===== src/rtl/pwm_multicanal.sv =====
// Multi-channel PWM generator: shared period counter, per-channel duty codes double-buffered at period end.
// Optional PWM_MULTICANAL_DEFASAGEM_EN staggers channel phases evenly across the period.
//
// state      | meaning
// PARADO     | idle, outputs low, counter held at 0
// ATIVO      | running, enable high
// ENCERRANDO | enable dropped, finishing the current period
module pwm_multicanal #(
   parameter int N_CANAIS     = 4,
   parameter int W_LARGURA    = 3,
   parameter int CONF_PERIODO = 1250,
   parameter int PASSO        = 50
) (
   input  logic                          clock,
   input  logic                          reset,
   input  logic                          enable,
   input  logic                          carrega,
   input  logic [N_CANAIS*W_LARGURA-1:0] largura,
   output logic [N_CANAIS-1:0]           pwm,
   output logic                          fim_periodo,
   output logic                          ocupado
);

   typedef enum logic [1:0] {PARADO, ATIVO, ENCERRANDO} estado_t;

   localparam int            WL        = W_LARGURA + 32;
   localparam logic [31:0]   ULTIMO    = 32'(CONF_PERIODO - 1);
   localparam logic [WL-1:0] PERIODO_L = WL'(CONF_PERIODO);
   localparam logic [WL-1:0] PASSO_L   = WL'(PASSO);

   estado_t                       estado_q, estado_d;
   logic [31:0]                   contagem_q, contagem_d;
   logic [N_CANAIS*W_LARGURA-1:0] pend_q, pend_d;
   logic [N_CANAIS*W_LARGURA-1:0] ativo_q, ativo_d;
   logic [N_CANAIS-1:0]           pwm_q, pwm_d;
   logic                          fim_q, fim_d;
   logic                          ocup_q, ocup_d;
   logic                          armado_q;

   logic                          ultimo_ciclo;
   logic                          transfere;
   logic                          carga;
   logic [31:0]                   fase;
   logic [WL-1:0]                 prod;
   logic [WL-1:0]                 limite;
`ifdef PWM_MULTICANAL_DEFASAGEM_EN
   logic [32:0]                   soma;
`endif

   always_comb begin
      estado_d     = estado_q;
      contagem_d   = contagem_q;
      ultimo_ciclo = (estado_q != PARADO) && (contagem_q == ULTIMO);
      transfere    = ultimo_ciclo || ((estado_q == PARADO) && enable);
      // the strobe on the first edge after reset release is discarded
      carga        = carrega && armado_q;

      case (estado_q)
         PARADO: begin
            if (enable) begin
               estado_d   = ATIVO;
               contagem_d = '0;
            end
         end
         ATIVO: begin
            contagem_d = ultimo_ciclo ? '0 : contagem_q + 32'd1;
            if (!enable) estado_d = ENCERRANDO;
         end
         ENCERRANDO: begin
            contagem_d = ultimo_ciclo ? '0 : contagem_q + 32'd1;
            if (enable)            estado_d = ATIVO;
            else if (ultimo_ciclo) estado_d = PARADO;
         end
         default: begin
            estado_d   = PARADO;
            contagem_d = '0;
         end
      endcase

      pend_d  = carga ? largura : pend_q;
      ativo_d = transfere ? pend_d : ativo_q;
      fim_d   = (estado_d != PARADO) && (contagem_d == ULTIMO);
      ocup_d  = (estado_d != PARADO);

      pwm_d  = '0;
      fase   = '0;
      prod   = '0;
      limite = '0;
`ifdef PWM_MULTICANAL_DEFASAGEM_EN
      soma   = '0;
`endif
      for (int k = 0; k < N_CANAIS; k++) begin
`ifdef PWM_MULTICANAL_DEFASAGEM_EN
         soma = {1'b0, contagem_q} + 33'(CONF_PERIODO) - 33'(k * (CONF_PERIODO / N_CANAIS));
         fase = (soma >= 33'(CONF_PERIODO)) ? 32'(soma - 33'(CONF_PERIODO)) : soma[31:0];
`else
         fase = contagem_q;
`endif
         prod   = WL'(ativo_q[k*W_LARGURA +: W_LARGURA]) * PASSO_L;
         limite = (prod >= PERIODO_L) ? PERIODO_L : prod;
         pwm_d[k] = (estado_q != PARADO) && (WL'(fase) < limite);
      end
   end

   always_ff @(posedge clock or posedge reset) begin
      if (reset) begin
         estado_q   <= PARADO;
         contagem_q <= '0;
         pend_q     <= '0;
         ativo_q    <= '0;
         pwm_q      <= '0;
         fim_q      <= 1'b0;
         ocup_q     <= 1'b0;
         armado_q   <= 1'b0;
      end else begin
         estado_q   <= estado_d;
         contagem_q <= contagem_d;
         pend_q     <= pend_d;
         ativo_q    <= ativo_d;
         pwm_q      <= pwm_d;
         fim_q      <= fim_d;
         ocup_q     <= ocup_d;
         armado_q   <= 1'b1;
      end
   end

   assign pwm         = pwm_q;
   assign fim_periodo = fim_q;
   assign ocupado     = ocup_q;

endmodule

===== config.mk =====
export PLATFORM = sky130hd
export DESIGN_NAME = pwm_multicanal
export DESIGN_NICKNAME = d
export VERILOG_FILES = /design/src/rtl/pwm_multicanal.sv
export SDC_FILE = /design/constraint.sdc
export NUM_CORES = 1
export LEC_CHECK = 0
export CORE_ASPECT_RATIO = 0.5
export CORE_UTILIZATION = 55
export DETAILED_ROUTE_END_ITERATION = 12
export GPL_ROUTABILITY_DRIVEN = 0
export PLACE_DENSITY = 0.71
export SLEW_MARGIN = 10
export SYNTH_ARGS = -nofsm -noshare
export SYNTH_HDL_FRONTEND = slang
export SYNTH_SLANG_ARGS = --single-unit

===== constraint.sdc =====
create_clock -name clock -period 6.5 [get_ports clock]
set_clock_uncertainty 0.1 [all_clocks]
set_input_delay 1.3 -clock clock [delete_from_list [all_inputs] [get_ports clock]]
set_output_delay 1.3 -clock clock [all_outputs]
set_load 0.05 [all_outputs]

==> results of run 1 <==
## logic make-up after synthesis
family,after synthesis,share of synthesized area
other,1,0.0008087
and+or+nand+nor,197,0.2223
AOI/OAI and AO/OA,116,0.1603
DFF,65,0.3508
adders and majority gates,52,0.1403
buffers and inverters,62,0.05208
xor gates and xnor gates,8,0.01511
muxes,24,0.05828
## path summary, 6_finish.rpt
path                            cells past startpoint                       end  slack (ps)               startpoint
worst max-delay path                                9     fim_periodo$_DFF_PP0_        2280                   enable
worst min-delay path                                1       pend_q[5]$_DFF_PP0_         390      pend_q[5]$_DFF_PP0_
worst max register to register                      8     fim_periodo$_DFF_PP0_        2480  contagem_q[2]$_DFF_PP0_
worst min register to register                      1       pend_q[5]$_DFF_PP0_         390      pend_q[5]$_DFF_PP0_
max in group asynchronous                           3    ativo_q[5]$_DFFE_PP0P_        4330                    reset
min in group asynchronous                           3  contagem_q[29]$_DFF_PP0_        1430                    reset
## per-stage QoR
| step | hold slack, ps | utilization | cell area, sq um |
|---|---|---|---|
| 2_1_floorplan | 366.6 | - | 4637 |
| 3_5_place_dp | 378.8 | 0.6064 | 4903 |
| 4_1_cts | 390.9 | 0.6491 | 5249 |
| 5_1_grt | 407.4 | 0.6491 | 5249 |
| 3_3_place_gp | 374.0 | 0.6064 | 4903 |
| 6_report | 387.5 | 0.6491 | 5249 |
## synth_stat cells, types with 2 or more instances
master,n
or2_2,2
ha_1,52
nand3_1,19
inv_1,34
buf_2,7
a22oi_1,6
nand4_1,14
o211ai_1,6
xnor2_1,6
nand4b_1,2
o21ai_0,28
xor2_1,2
nor3_1,15
nor2_1,46
and3_1,2
nand2b_1,9
or4_1,10
o21ai_1,2
dfrtp_1,65
or3_1,4
and2_1,2
nor2b_1,6
clkbuf_1,20
a21oi_1,31
nand2_1,42
or4bb_1,2
mux2_2,24
nor4_1,10
a31oi_1,5
and4_1,3
a21o_1,16
nand3b_1,3
o31ai_1,8
## power groups by stage
stage	Sequential, mW	Clock (mW)	Combinational (mW)
3_5_place_dp	0.577	0	0.941
5_1_grt	0.585	0.590	1.07
3_3_place_gp	0.575	0	0.906
2_1_floorplan	0.600	0	0.669
4_1_cts	0.572	0.570	0.951
6_report	0.572	0.559	0.952
## worst reg2reg max path: stages (launching register included)
cell      delay (ps)
dfrtp_1          570
or4_1            640
or3_1            450
o31ai_4          790
o21ai_0          280
a21boi_0         240
nand4b_1         130
or4_1            570
nor4_2           150
## state kept, by name, indices dropped and copies added, names as in the netlist
signal and count:
contagem_q 32, ativo_q 12, pend_q 12, pwm 4, estado_q 2, armado_q 1, fim_periodo 1, ocupado 1
## final cells by class
| cell class | instances | area [sq um] | area share |
|---|---|---|---|
| Sequential cell | 65 | 1627 | 0.3099 |
| Clock inverter | 5 | 102.6 | 0.01955 |
| Timing Repair Buffer | 25 | 240.2 | 0.04577 |
| Tap cell | 112 | 140.1 | 0.02670 |
| Inverter | 34 | 127.6 | 0.02431 |
| Clock buffer | 11 | 242.7 | 0.04625 |
| Multi-Input combinational cell | 398 | 2769 | 0.5275 |
## routing by layer
metal,up-vias,global-route usage,part of all wire
met1,1884,0.3618,0.46
li1,1916,-,-
met2,191,0.4425,0.43
met3,26,0.06925,0.089
met5,-,0,0
met4,0,0.07413,0.015
==> impl_metrics.tcl, run 1 <==
set metrics [dict create \
    cts_max_level 3 \
    ir_drop_uv 254.9 \
    cp.buffers_inverters 1 \
    crit_chain "clkdlybuf4s50_1 > nand2b_1 > nor2_1 > nand2_1 > o211ai_1 > a21boi_0 > nand4b_1 > or4_1 > nor4_2" \
    clk_latency_ps 340 \
    globalRouteTotalUtil 0.2723 \
    ant_nets 0 \
    layout_setup_ws_ps 2279 \
    synthesis.area_sq_um 4637 \
    drv_slew 0 \
    nNetsFinal 601 \
    rows 23 \
    period_minus_slack_ps 4222 \
    grt_pass1_wl_microns 18320 \
    status "complete, no violations" \
    critical_path_class "in2reg" \
    ys_seq_elements 65 \
    cts_root_buffer "clkbuf_16" \
    p_int_mw 1.254 \
    pwr-share-comb 0.457 \
    rsz0062_at_grt "no" \
    grt_max_degree 66 \
    power_per_cell_area_nw_per_um2 396.7 \
    fmax_mhz 236.9 \
    core_sq_um 8087 \
    netSwitchingFraction 0.3977 \
    drive_gt1_frac 0.09665 \
    post-place-ws_ps 2069 \
    placed_cells 634 \
    syn2layout_area_growth_pct 13.19 \
    path_clk_slew_ps 50 \
    ys_seq_area_frac 0.3508 \
    ctsHoldBuffers 0 \
    critPathTopFamily "simple AND/OR/NAND/NOR gates" \
    arrival_ps 4360 \
    synth-edff-count 0 \
    cp.required_ps 6640 \
    antenna_found_initial 0 \
    synthArstFlopShare 1.000 \
    pin_count 22 \
    clock-sinks 65 \
    ys_types 55 \
    cts_tree "built" \
    clockBufferDepth 2 \
    synth_nets 593 \
    wirelength_microns 11240 \
    layout.cells.non_filler 650 \
    syn_avg_cell_area_sq_um 8.832 \
    yosys-top-cells-area "dfrtp_1 35%, ha_1 14%, mux2_2 5.8%" \
    critPathMaxFanout 12 \
    finalPower_mw 2.082 \
    p_sw_uw 828.0 \
    start_util 0.5734 \
    synth_top_area_frac 0.3508 \
    fin_crit_sh 0.6495 \
    via_per_inst 6.180 \
    layout_commonest_cell "dfrtp_1" \
    p_clk_frac 0.268 \
    yosys_warnings 0 \
    die_h_microns 66.93 \
    yosys.area.top_type "dfrtp_1" \
    diodes 0 \
    final_cell_mix "65 x dfrtp_1, 52 x ha_1, 46 x nor2_1" \
    drc 0 \
    end_kind "flip-flop" \
    max_stage_delay_ps 700 \
    num_vias 4017 \
    design.die.area_sq_um 8824 \
    die_w_microns 131.9 \
    cap_violations 0 \
    cp_slowest_cell "nor2_1" \
    port_buffers 21 \
    min_path_type "reg2reg" \
    fillers 690 \
    setup_viol 0 \
    synthCells 525 \
    finalHoldViolCount 0 \
    postCtsSetupRepairBufs 0 \
    drtPass1Iterations 5 \
    slew-limit-headroom 0.3404 \
    setup-tns-final_ps 0 \
    synth-main-ff-cell "dfrtp_1" \
    worstMarginPinSlew_ps 984.8 \
    start_kind "input pin" \
    ctsResizeCount 0 \
    grt_pass1_vias 3627 \
    p_leak_nw 2.376 \
    seqPwrFrac 0.275 \
    wl_per_cell_microns 17.29 \
    grt-ovfl-total 0 \
    drt_iter0_markers 328 \
    cts_made_buffers 9 \
    place_hpwl_microns 7811 \
]
(Power assumes the default switching activity.)
==> inputs of run 2 (changes only) <==
Settings changed: PLACE_DENSITY 0.71 to 0.74.
Clock period 6.5 ns to 3.8 ns, I/O delays scaled along.
==> impl_metrics.tcl, run 2 (synthesis gave the netlist of run 1 again) <==
set metrics [dict create \
    crit_chain "inv_1 > ha_1 > nor4_1 > nand4_1 > o31ai_4 > buf_4 > a21oi_1 > o21ai_0 > o311ai_0 > or4_1 > nor4_2" \
    drt_iter0_markers 404 \
    regArea_sq_um 1627 \
    top_register "contagem_q" \
    r2r_start "estado_q[0]$_DFF_PP0_" \
    cts_root_buffer "clkbuf_16" \
    status "complete, no violations" \
    clk_latency_ps 340 \
    worstMarginPinSlew_ps 941.1 \
    drive_gt1_frac 0.1277 \
    grt_pass1_vias 3844 \
    design.die.area_sq_um 8824 \
    arrival_ps 3700 \
    final_cell_mix "65 x dfrtp_1, 52 x ha_1, 46 x nor2_1" \
    hold_path_startpoint "pend_q[4]$_DFF_PP0_" \
    wl_per_cell_microns 17.82 \
    cts_max_level 3 \
    largest_reg_flops 32 \
    r2r_slack_ps 240 \
    ir_drop_uv 371.7 \
    grt_pass1_wl_microns 19180 \
    cts_tree "built" \
    p_leak_nw 2.459 \
    post-place-ws_ps 265.8 \
    wirelength_microns 11900 \
    path_clk_slew_ps 60 \
    fmax_mhz 280.8 \
    cap_violations 0 \
    cp_slowest_cell "o31ai_4" \
    drtPass1Iterations 5 \
    core_sq_um 8087 \
    rsz0062_at_grt "no" \
    nNetsFinal 619 \
    postCtsSetupRepairBufs 0 \
    clockBufferDepth 2 \
    place_hpwl_microns 8318 \
    port_buffers 21 \
    drv_slew 0 \
    fin_crit_sh 0.9371 \
    multi_input_area_sq_um 2769 \
    ctsResizeCount 0 \
    finalHoldViolCount 0 \
    critPathMaxFanout 14 \
    start_kind "flip-flop" \
    via_per_inst 6.234 \
    fillers 648 \
    grt-ovfl-total 0 \
    layout_commonest_cell "dfrtp_1" \
    cp.required_ps 3940 \
    ant_nets 0 \
    power_per_cell_area_nw_per_um2 666.6 \
    holdPathEnd "pend_q[4]$_DFF_PP0_" \
    top_regs "contagem_q x32, ativo_q x12, pend_q x12" \
    period_minus_slack_ps 3561 \
    num_vias 4164 \
    grt_max_degree 66 \
    die_w_microns 131.9 \
    max_stage_delay_ps 610 \
    globalRouteTotalUtil 0.2890 \
    drc 0 \
    setup-tns-final_ps 0 \
    rows 23 \
    min_path_type "reg2reg" \
    clock-sinks 65 \
    start_util 0.5734 \
    end_kind "flip-flop" \
    r2r_cells 11 \
    setup_viol 0 \
    layout_setup_ws_ps 239.2 \
    diodes 0 \
    hold_depth 1 \
    slew-limit-headroom 0.3697 \
    die_h_microns 66.93 \
    antenna_found_initial 0 \
    syn2layout_area_growth_pct 15.43 \
    r2r_end "fim_periodo$_DFF_PP0_" \
    cts_made_buffers 9 \
    pin_count 22 \
    ctsHoldBuffers 0 \
    critical_path_class "reg2reg" \
]
## run 2: changes by cell type in the layout (fill, tap and decap cells not counted)
| cell | delta |
|---|---|
| clkbuf_1 | -1 |
| clkbuf_8 | +1 |
| clkinvlp_4 | -1 |
| bufinv_16 | -2 |
| clkinv_4 | +1 |
| buf_4 | +18 |
| inv_6 | +2 |
## run 2: metrics by stage
step / hold WS, ps / total power, mW / util / cell area, sq um / instances
2_1_floorplan: 366.6 / 2.171 / - / 4637 / 525
5_1_grt: 408.7 / 3.835 / 0.6619 / 5353 / 668
3_3_place_gp: 374.4 / 2.609 / 0.6231 / 5039 / 652
4_1_cts: 390.6 / 3.567 / 0.6619 / 5353 / 668
6_report: 385.4 / 3.568 / 0.6619 / 5353 / 668
3_5_place_dp: 377.9 / 2.666 / 0.6231 / 5039 / 652
## run 2: final cells by class
cell class                      count  area share
Sequential cell                    65      0.3039
Clock inverter                      5     0.01145
Inverter                           34     0.02384
Clock buffer                       11     0.04722
Multi-Input combinational cell    398      0.5173
Tap cell                          112     0.02618
Timing Repair Buffer               43     0.07013
## run 2: per-layer routing
| layer | vias to the layer above | global-route usage | wire length, microns |
|---|---|---|---|
| li1 | 1946 | - | - |
| met1 | 1977 | 0.3651 | 5228 |
| met2 | 200 | 0.4683 | 5264 |
| met3 | 41 | 0.07230 | 1037 |
| met4 | 0 | 0.1424 | 371 |
| met5 | - | 0 | 0 |
## run 2: worst max path at each step
stage / from / to / slack [ps] / depth (start not counted)
2_1_floorplan: contagem_q[2]$_DFF_PP0_ / fim_periodo$_DFF_PP0_ / 580 / 10
3_3_place_gp: enable / fim_periodo$_DFF_PP0_ / 310 / 9
3_5_place_dp: enable / fim_periodo$_DFF_PP0_ / 270 / 10
4_1_cts: estado_q[0]$_DFF_PP0_ / fim_periodo$_DFF_PP0_ / 290 / 11
5_1_grt: estado_q[0]$_DFF_PP0_ / fim_periodo$_DFF_PP0_ / 30 / 11
6_report: estado_q[0]$_DFF_PP0_ / fim_periodo$_DFF_PP0_ / 240 / 11
## run 2: critical path: cells and delay by family, from the launching register on
kind	cells	cell delay (ps)
AO/OA/AOI/OAI	4	1060
flip-flops	1	420
adder cells (fa/ha/maj)	1	330
buffers and inverters	2	390
AND/OR/NAND/NOR	4	1180
## run 2: report_power, final
part / internal (mW) / switching, mW / leakage [nW]
logic: 0.716 / 1.05 / 1.47
registers: 0.830 / 0.109 / 0.836
clock network: 0.548 / 0.317 / 0.157
total: 2.09 / 1.47 / 2.46
